<file path="config.mk">
export PLATFORM = sky130hd
export DESIGN_NAME = sample_walker
export DESIGN_NICKNAME = d
export VERILOG_FILES = /design/src/rtl/sample_walker.sv
export SDC_FILE = /design/constraint.sdc
export NUM_CORES = 1
export LEC_CHECK = 0
export CAP_MARGIN = 10
export CORE_AREA = 3 3 299 301
export DETAILED_ROUTE_END_ITERATION = 16
export DIE_AREA = 0 0 302 304
export GPL_TIMING_DRIVEN = 1
export PLACE_DENSITY = 0.57
export SLEW_MARGIN = 20
export SYNTH_ARGS = -nofsm -noshare
export SYNTH_HDL_FRONTEND = slang
export SYNTH_SLANG_ARGS = --single-unit
</file>
<file path="constraint.sdc">
create_clock -name clk -period 9.7 [get_ports clk]
set_clock_uncertainty 0.05 [all_clocks]
set_input_delay 1.455 -clock clk [delete_from_list [all_inputs] [get_ports clk]]
set_output_delay 1.455 -clock clk [all_outputs]
set_load 0.01 [all_outputs]
</file>
<file path="src/rtl/sample_walker.sv">
// Walks every subsample position of a triangle's clipped bounding box in raster order,
// one per cycle, holding off upstream until the final sample of the box is emitted.
module sample_walker #(
  parameter int SIGFIG = 24,
  parameter int RADIX  = 10,
  parameter int VERTS  = 3,
  parameter int AXIS   = 3,
  parameter int COLORS = 3
) (
  input  logic                                          clk,
  input  logic                                          rst,
  input  logic signed [VERTS-1:0][AXIS-1:0][SIGFIG-1:0] tri_R13S,
  input  logic        [COLORS-1:0][SIGFIG-1:0]          color_R13U,
  input  logic signed [1:0][1:0][SIGFIG-1:0]            box_R13S,
  input  logic                                          validTri_R13H,
  input  logic        [3:0]                             subSample_RnnnnU,
  output logic                                          halt_RnnnnL,
  output logic signed [VERTS-1:0][AXIS-1:0][SIGFIG-1:0] tri_R14S,
  output logic        [COLORS-1:0][SIGFIG-1:0]          color_R14U,
  output logic signed [1:0][SIGFIG-1:0]                 sample_R14S,
  output logic                                          validSamp_R14H,
  output logic                                          lastSamp_R14H,
  output logic        [31:0]                            sampIdx_R14U
);

  typedef enum logic {ST_WAIT = 1'b0, ST_TEST = 1'b1} state_t;

  state_t state_q, state_d;

  logic [VERTS-1:0][AXIS-1:0][SIGFIG-1:0] tri_q, tri_d;
  logic [COLORS-1:0][SIGFIG-1:0]          color_q, color_d;
  logic [SIGFIG-1:0] llx_q, llx_d, urx_q, urx_d, ury_q, ury_d;
  logic [SIGFIG-1:0] step_q, step_d;
  logic [SIGFIG-1:0] x_q, x_d, y_q, y_d;
  logic [31:0]       idx_q, idx_d;

  logic [1:0]         ss_w_lg2;
  logic [SIGFIG-1:0]  step_new;
  logic signed [SIGFIG:0] x_sum, y_sum;
  logic x_fits, y_fits, at_end, accept, box_empty;

  always_comb begin
    if (subSample_RnnnnU[0])      ss_w_lg2 = 2'd3;
    else if (subSample_RnnnnU[1]) ss_w_lg2 = 2'd2;
    else if (subSample_RnnnnU[2]) ss_w_lg2 = 2'd1;
    else if (subSample_RnnnnU[3]) ss_w_lg2 = 2'd0;
    else                          ss_w_lg2 = 2'd0;
  end

  assign step_new = {{(SIGFIG-1){1'b0}}, 1'b1} << (RADIX - int'(ss_w_lg2));

  // One extra bit keeps a box near the positive limit from wrapping back inside.
  assign x_sum  = $signed({x_q[SIGFIG-1], x_q}) + $signed({1'b0, step_q});
  assign y_sum  = $signed({y_q[SIGFIG-1], y_q}) + $signed({1'b0, step_q});
  assign x_fits = x_sum <= $signed({urx_q[SIGFIG-1], urx_q});
  assign y_fits = y_sum <= $signed({ury_q[SIGFIG-1], ury_q});
  assign at_end = (state_q == ST_TEST) && !x_fits && !y_fits;

  assign box_empty = ($signed(box_R13S[0][0]) > $signed(box_R13S[1][0])) ||
                     ($signed(box_R13S[0][1]) > $signed(box_R13S[1][1]));
  assign accept    = validTri_R13H && halt_RnnnnL;

  always_ff @(posedge clk) begin
    if (!rst) state_q <= ST_WAIT;
    else      state_q <= state_d;
  end

  always_comb begin
    state_d = state_q;
    case (state_q)
      ST_WAIT: if (accept && !box_empty) state_d = ST_TEST;
      ST_TEST: if (at_end) state_d = (accept && !box_empty) ? ST_TEST : ST_WAIT;
      default: state_d = ST_WAIT;
    endcase
  end

  always_comb begin
    halt_RnnnnL    = (state_q == ST_WAIT) || at_end;
    validSamp_R14H = (state_q == ST_TEST);
    lastSamp_R14H  = at_end;
  end

  always_comb begin
    tri_d   = tri_q;
    color_d = color_q;
    llx_d   = llx_q;
    urx_d   = urx_q;
    ury_d   = ury_q;
    step_d  = step_q;
    x_d     = x_q;
    y_d     = y_q;
    idx_d   = idx_q;
    if (accept) begin
      tri_d   = tri_R13S;
      color_d = color_R13U;
      llx_d   = box_R13S[0][0];
      urx_d   = box_R13S[1][0];
      ury_d   = box_R13S[1][1];
      step_d  = step_new;
      if (!box_empty) begin
        x_d   = box_R13S[0][0];
        y_d   = box_R13S[0][1];
        idx_d = 32'd0;
      end
    end else if ((state_q == ST_TEST) && !at_end) begin
      idx_d = idx_q + 32'd1;
      if (x_fits) begin
        x_d = x_sum[SIGFIG-1:0];
      end else begin
        x_d = llx_q;
        y_d = y_sum[SIGFIG-1:0];
      end
    end
  end

  always_ff @(posedge clk) begin
    if (!rst) begin
      tri_q   <= '0;
      color_q <= '0;
      llx_q   <= '0;
      urx_q   <= '0;
      ury_q   <= '0;
      step_q  <= '0;
      x_q     <= '0;
      y_q     <= '0;
      idx_q   <= '0;
    end else begin
      tri_q   <= tri_d;
      color_q <= color_d;
      llx_q   <= llx_d;
      urx_q   <= urx_d;
      ury_q   <= ury_d;
      step_q  <= step_d;
      x_q     <= x_d;
      y_q     <= y_d;
      idx_q   <= idx_d;
    end
  end

  assign tri_R14S     = tri_q;
  assign color_R14U   = color_q;
  assign sample_R14S  = {y_q, x_q};
  assign sampIdx_R14U = idx_q;

endmodule

</file>
==> results.py <==
metrics = {
    "outcome": {
        "status": "complete, no violations",
    },
    "setup_path": {
        "slowest_stage": "a2111oi_0",
        "slowest_delay_ns": 0.91,
        "critPathLaunchType": "flop",
        "r2r-end": "tri_R14S[135]",
        "r2r.worst_path.cells": 21,
        "timing.rr.start": "step_q[4]",
        "end_kind": "primary output",
        "r2r_setup_slack_ns": 2.76,
        "arrival_ns": 6.43,
        "path_cells": "ha_1, inv_1, fa_1, nor2b_1, o31ai_1, a2111oi_0, o2111ai_1, nand2_1, nand2_1, xnor2_1, ha_1, nand4_1, nor4_1, inv_1, o211a_1, o21ai_2, nand2_1, inv_1, clkdlybuf4s50_1",
        "critPathRequiredTime_ns": 8.20,
        "worst-setup-path-type": "reg2out",
        "cp_max_fo": 5,
    },
    "grt": {
        "grt-ovfl-total": 0,
        "grt_pass1_wl_um": 128100,
        "grt_max_degree": 172,
        "grt_use_total": 0.1798,
        "grt_pass1_vias": 20420,
        "antenna_found_initial": 24,
    },
    "hold_path": {
        "min_path_cells": 2,
        "hold_path.class": "reg2reg",
        "min_to": "tri_R14S[102]",
        "worstHoldStart": "tri_R14S[102]",
    },
    "drt": {
        "avgViaCountPerCell": 4.551,
        "firstDrtPassIters": 5,
        "drcViolationCount": 0,
        "ant_nets": 0,
        "vias": 20820,
        "wl_um": 85880,
        "wl_per_cell_um": 18.77,
        "drtIter0Drc": 1254,
    },
    "clock_tree": {
        "cts_setup_buffers": 0,
        "cts_hold_buf": 0,
        "cts_made_buffers": 55,
        "cts_tree": "done",
        "ctsHtreeMaxLevel": 2,
        "clk_path_buf_depth": 3,
        "cts_root_buf": "clkbuf_16",
        "clock-sinks": 454,
        "clkTransAtPathRegs_ns": 0.06,
        "ctsResizeCount": 0,
        "insertion_delay_ns": 0.61,
    },
    "synthesis": {
        "synthArstFlopShare": 0,
        "ys_top_cells_by_area": "dfxtp_1 43%, nand2_1 15%, a21oi_1 11%, ha_1 7.8%, inv_1 2.1%",
        "yosys.cell_count.top_type": "nand2_1",
        "yosys.area.top_type_share": 0.4343,
        "synth_top_cells_by_count": "839 x nand2_1, 454 x dfxtp_1, 451 x a21oi_1",
        "synthCells": 2696,
        "synth_top_area_cell": "dfxtp_1",
        "yosysWarnings": 0,
        "synthFlopType": "dfxtp_1",
        "synth_edf_count": 0,
        "ys_ff_latch": 454,
        "syn_nets": 3220,
        "avgSynthCellArea_sq_um": 7.762,
        "synth_area_sq_um": 20930,
        "ys_seq_area_frac": 0.4343,
        "synth_cell_type_count": 70,
    },
    "place": {
        "port_buffers": 760,
        "place.gp.congestion": 0.8723,
        "hpwlAfterDp_um": 63960,
    },
    "sta": {
        "rsz0062_at_grt": "no",
        "setup_viol_count_final": 0,
        "worst_slew_pin_slew_ns": 1.054,
        "final.setup.tns_ns": 0,
        "slew_headroom": 0.2791,
        "final_max_slew_viol_count": 0,
        "hold_viol_final": 0,
        "finalCritPeriodShare": 0.8184,
        "fin_crit_ns": 7.939,
        "max_freq_mhz": 126.0,
    },
    "power_and_ir_drop": {
        "swShare": 0.3605,
        "p_leak_uw": 0.01218,
        "power.clock.fraction": 0.297,
        "pwr-share-seq": 0.331,
        "p_total_uw": 7055,
        "peakVddDrop_mv": 0.1289,
        "power_density_nw_per_um2": 225.6,
        "combPwrFrac": 0.372,
        "switchingPower_uw": 2543,
        "intPower_uw": 4512,
    },
    "floorplanning": {
        "die-width_um": 302,
        "core_sq_um": 86890,
        "io_pins": 762,
        "die_h_um": 304,
        "start_util": 0.2408,
        "dieArea_sq_um": 91810,
        "rows": 108,
    },
    "layout": {
        "drive_gt1_frac": 0.03811,
        "areaGrowthSynthToFinish_pct": 49.46,
        "nets": 3892,
    },
    "job": {
        "maxCapViolCount": 0,
    },
}
[cell usage in the layout (no fill, tap or decap), types with 32 or more instances in the layout]
cell type | synthesis | layout
nand2_1 | 839 | 839
clkdlybuf4s50_1 | 0 | 759
dfxtp_1 | 454 | 454
a21oi_1 | 451 | 451
ha_1 | 131 | 131
inv_1 | 119 | 119
nor2_1 | 91 | 91
o21ai_0 | 65 | 65
clkbuf_16 | 0 | 55
xnor2_1 | 39 | 39
nand4_1 | 32 | 32
[registers in the layout, indices dropped and copies added, names as in the netlist]
signal and count:
y_q 24, tri_R14S 216, sampIdx_R14U 32, color_R14U 72
validSamp_R14H 1, llx_q 24, x_q 24, urx_q 24
ury_q 24, step_q 13
[power by group through the flow]
stage | clock network [uW] | registers, uW | logic [uW]
6_report | 2100 | 2340 | 2620
5_1_grt | 2240 | 2380 | 2880
4_1_cts | 2170 | 2340 | 2660
3_5_place_dp | 0 | 2380 | 2650
3_3_place_gp | 0 | 2370 | 2640
2_1_floorplan | 0 | 2450 | 1400
[cell families (layout without fill, tap and decap cells)]
| group | Yosys count | in the layout | synth area share |
|---|---|---|---|
| AOI/OAI and AO/OA | 662 | 662 | 0.1801 |
| and+or+nand+nor | 1086 | 1086 | 0.2141 |
| DFF | 454 | 454 | 0.4343 |
| buffers and inverters | 281 | 996 | 0.05645 |
| muxes | 21 | 21 | 0.01005 |
| xor gates and xnor gates | 59 | 59 | 0.02470 |
| adders and majority gates | 133 | 133 | 0.08024 |
| other | 0 | 9 | 0 |
[final cells by class]
| type | instances | area, sq um |
|---|---|---|
| inverter | 120 | 457.9 |
| timing repair buffer | 776 | 7772 |
| clock buffer | 83 | 1642 |
| fill | 9099 | 55610 |
| tap | 1155 | 1445 |
| antenna | 9 | 22.52 |
| multi-input combinational | 1961 | 10670 |
| sequential | 454 | 9089 |
| clock inverter | 17 | 180.2 |
[through the flow]
step           setup slack (ns)  instances    util  hold WS [ns]  instance area, sq um
3_3_place_gp              2.471       4466  0.3387        0.3903                 29430
5_1_grt                   1.347       4573  0.3599        0.4140                 31270
6_report                  1.761       4575  0.3599        0.4008                 31280
2_1_floorplan             3.901       2696       -        0.3857                 20930
4_1_cts                   1.744       4566  0.3597        0.4034                 31250
3_5_place_dp              2.431       4466  0.3387        0.3953                 29430
[worst max path at each step]
stage	start	to	cells past startpoint	slack [ns]
after floorplan	x_q[0]	lastSamp_R14H	19	3.90
after global placement	step_q[4]	halt_RnnnnL	19	2.47
after detailed placement	step_q[4]	halt_RnnnnL	19	2.43
after CTS	step_q[4]	halt_RnnnnL	19	1.74
after global routing	step_q[4]	halt_RnnnnL	19	1.35
final	step_q[4]	halt_RnnnnL	19	1.76
[metal layers]
layer / up-vias / global-route usage / routed length, um
li1: 10410 / - / -
met1: 9747 / 0.2198 / 36220
met2: 514 / 0.3091 / 41710
met3: 130 / 0.04887 / 5641
met4: 20 / 0.04902 / 2177
met5: - / 0 / 133
[critical path, delay by kind of cell, from the launching register on]
| family | cells | cell delay, ns |
|---|---|---|
| fa+ha+maj | 3 | 0.96 |
| buf+inv | 4 | 0.94 |
| xor+xnor | 1 | 0.16 |
| flops | 1 | 0.43 |
| simple gates | 6 | 1.39 |
| compound gates | 5 | 1.92 |
Power figures use the tool's default switching activity.
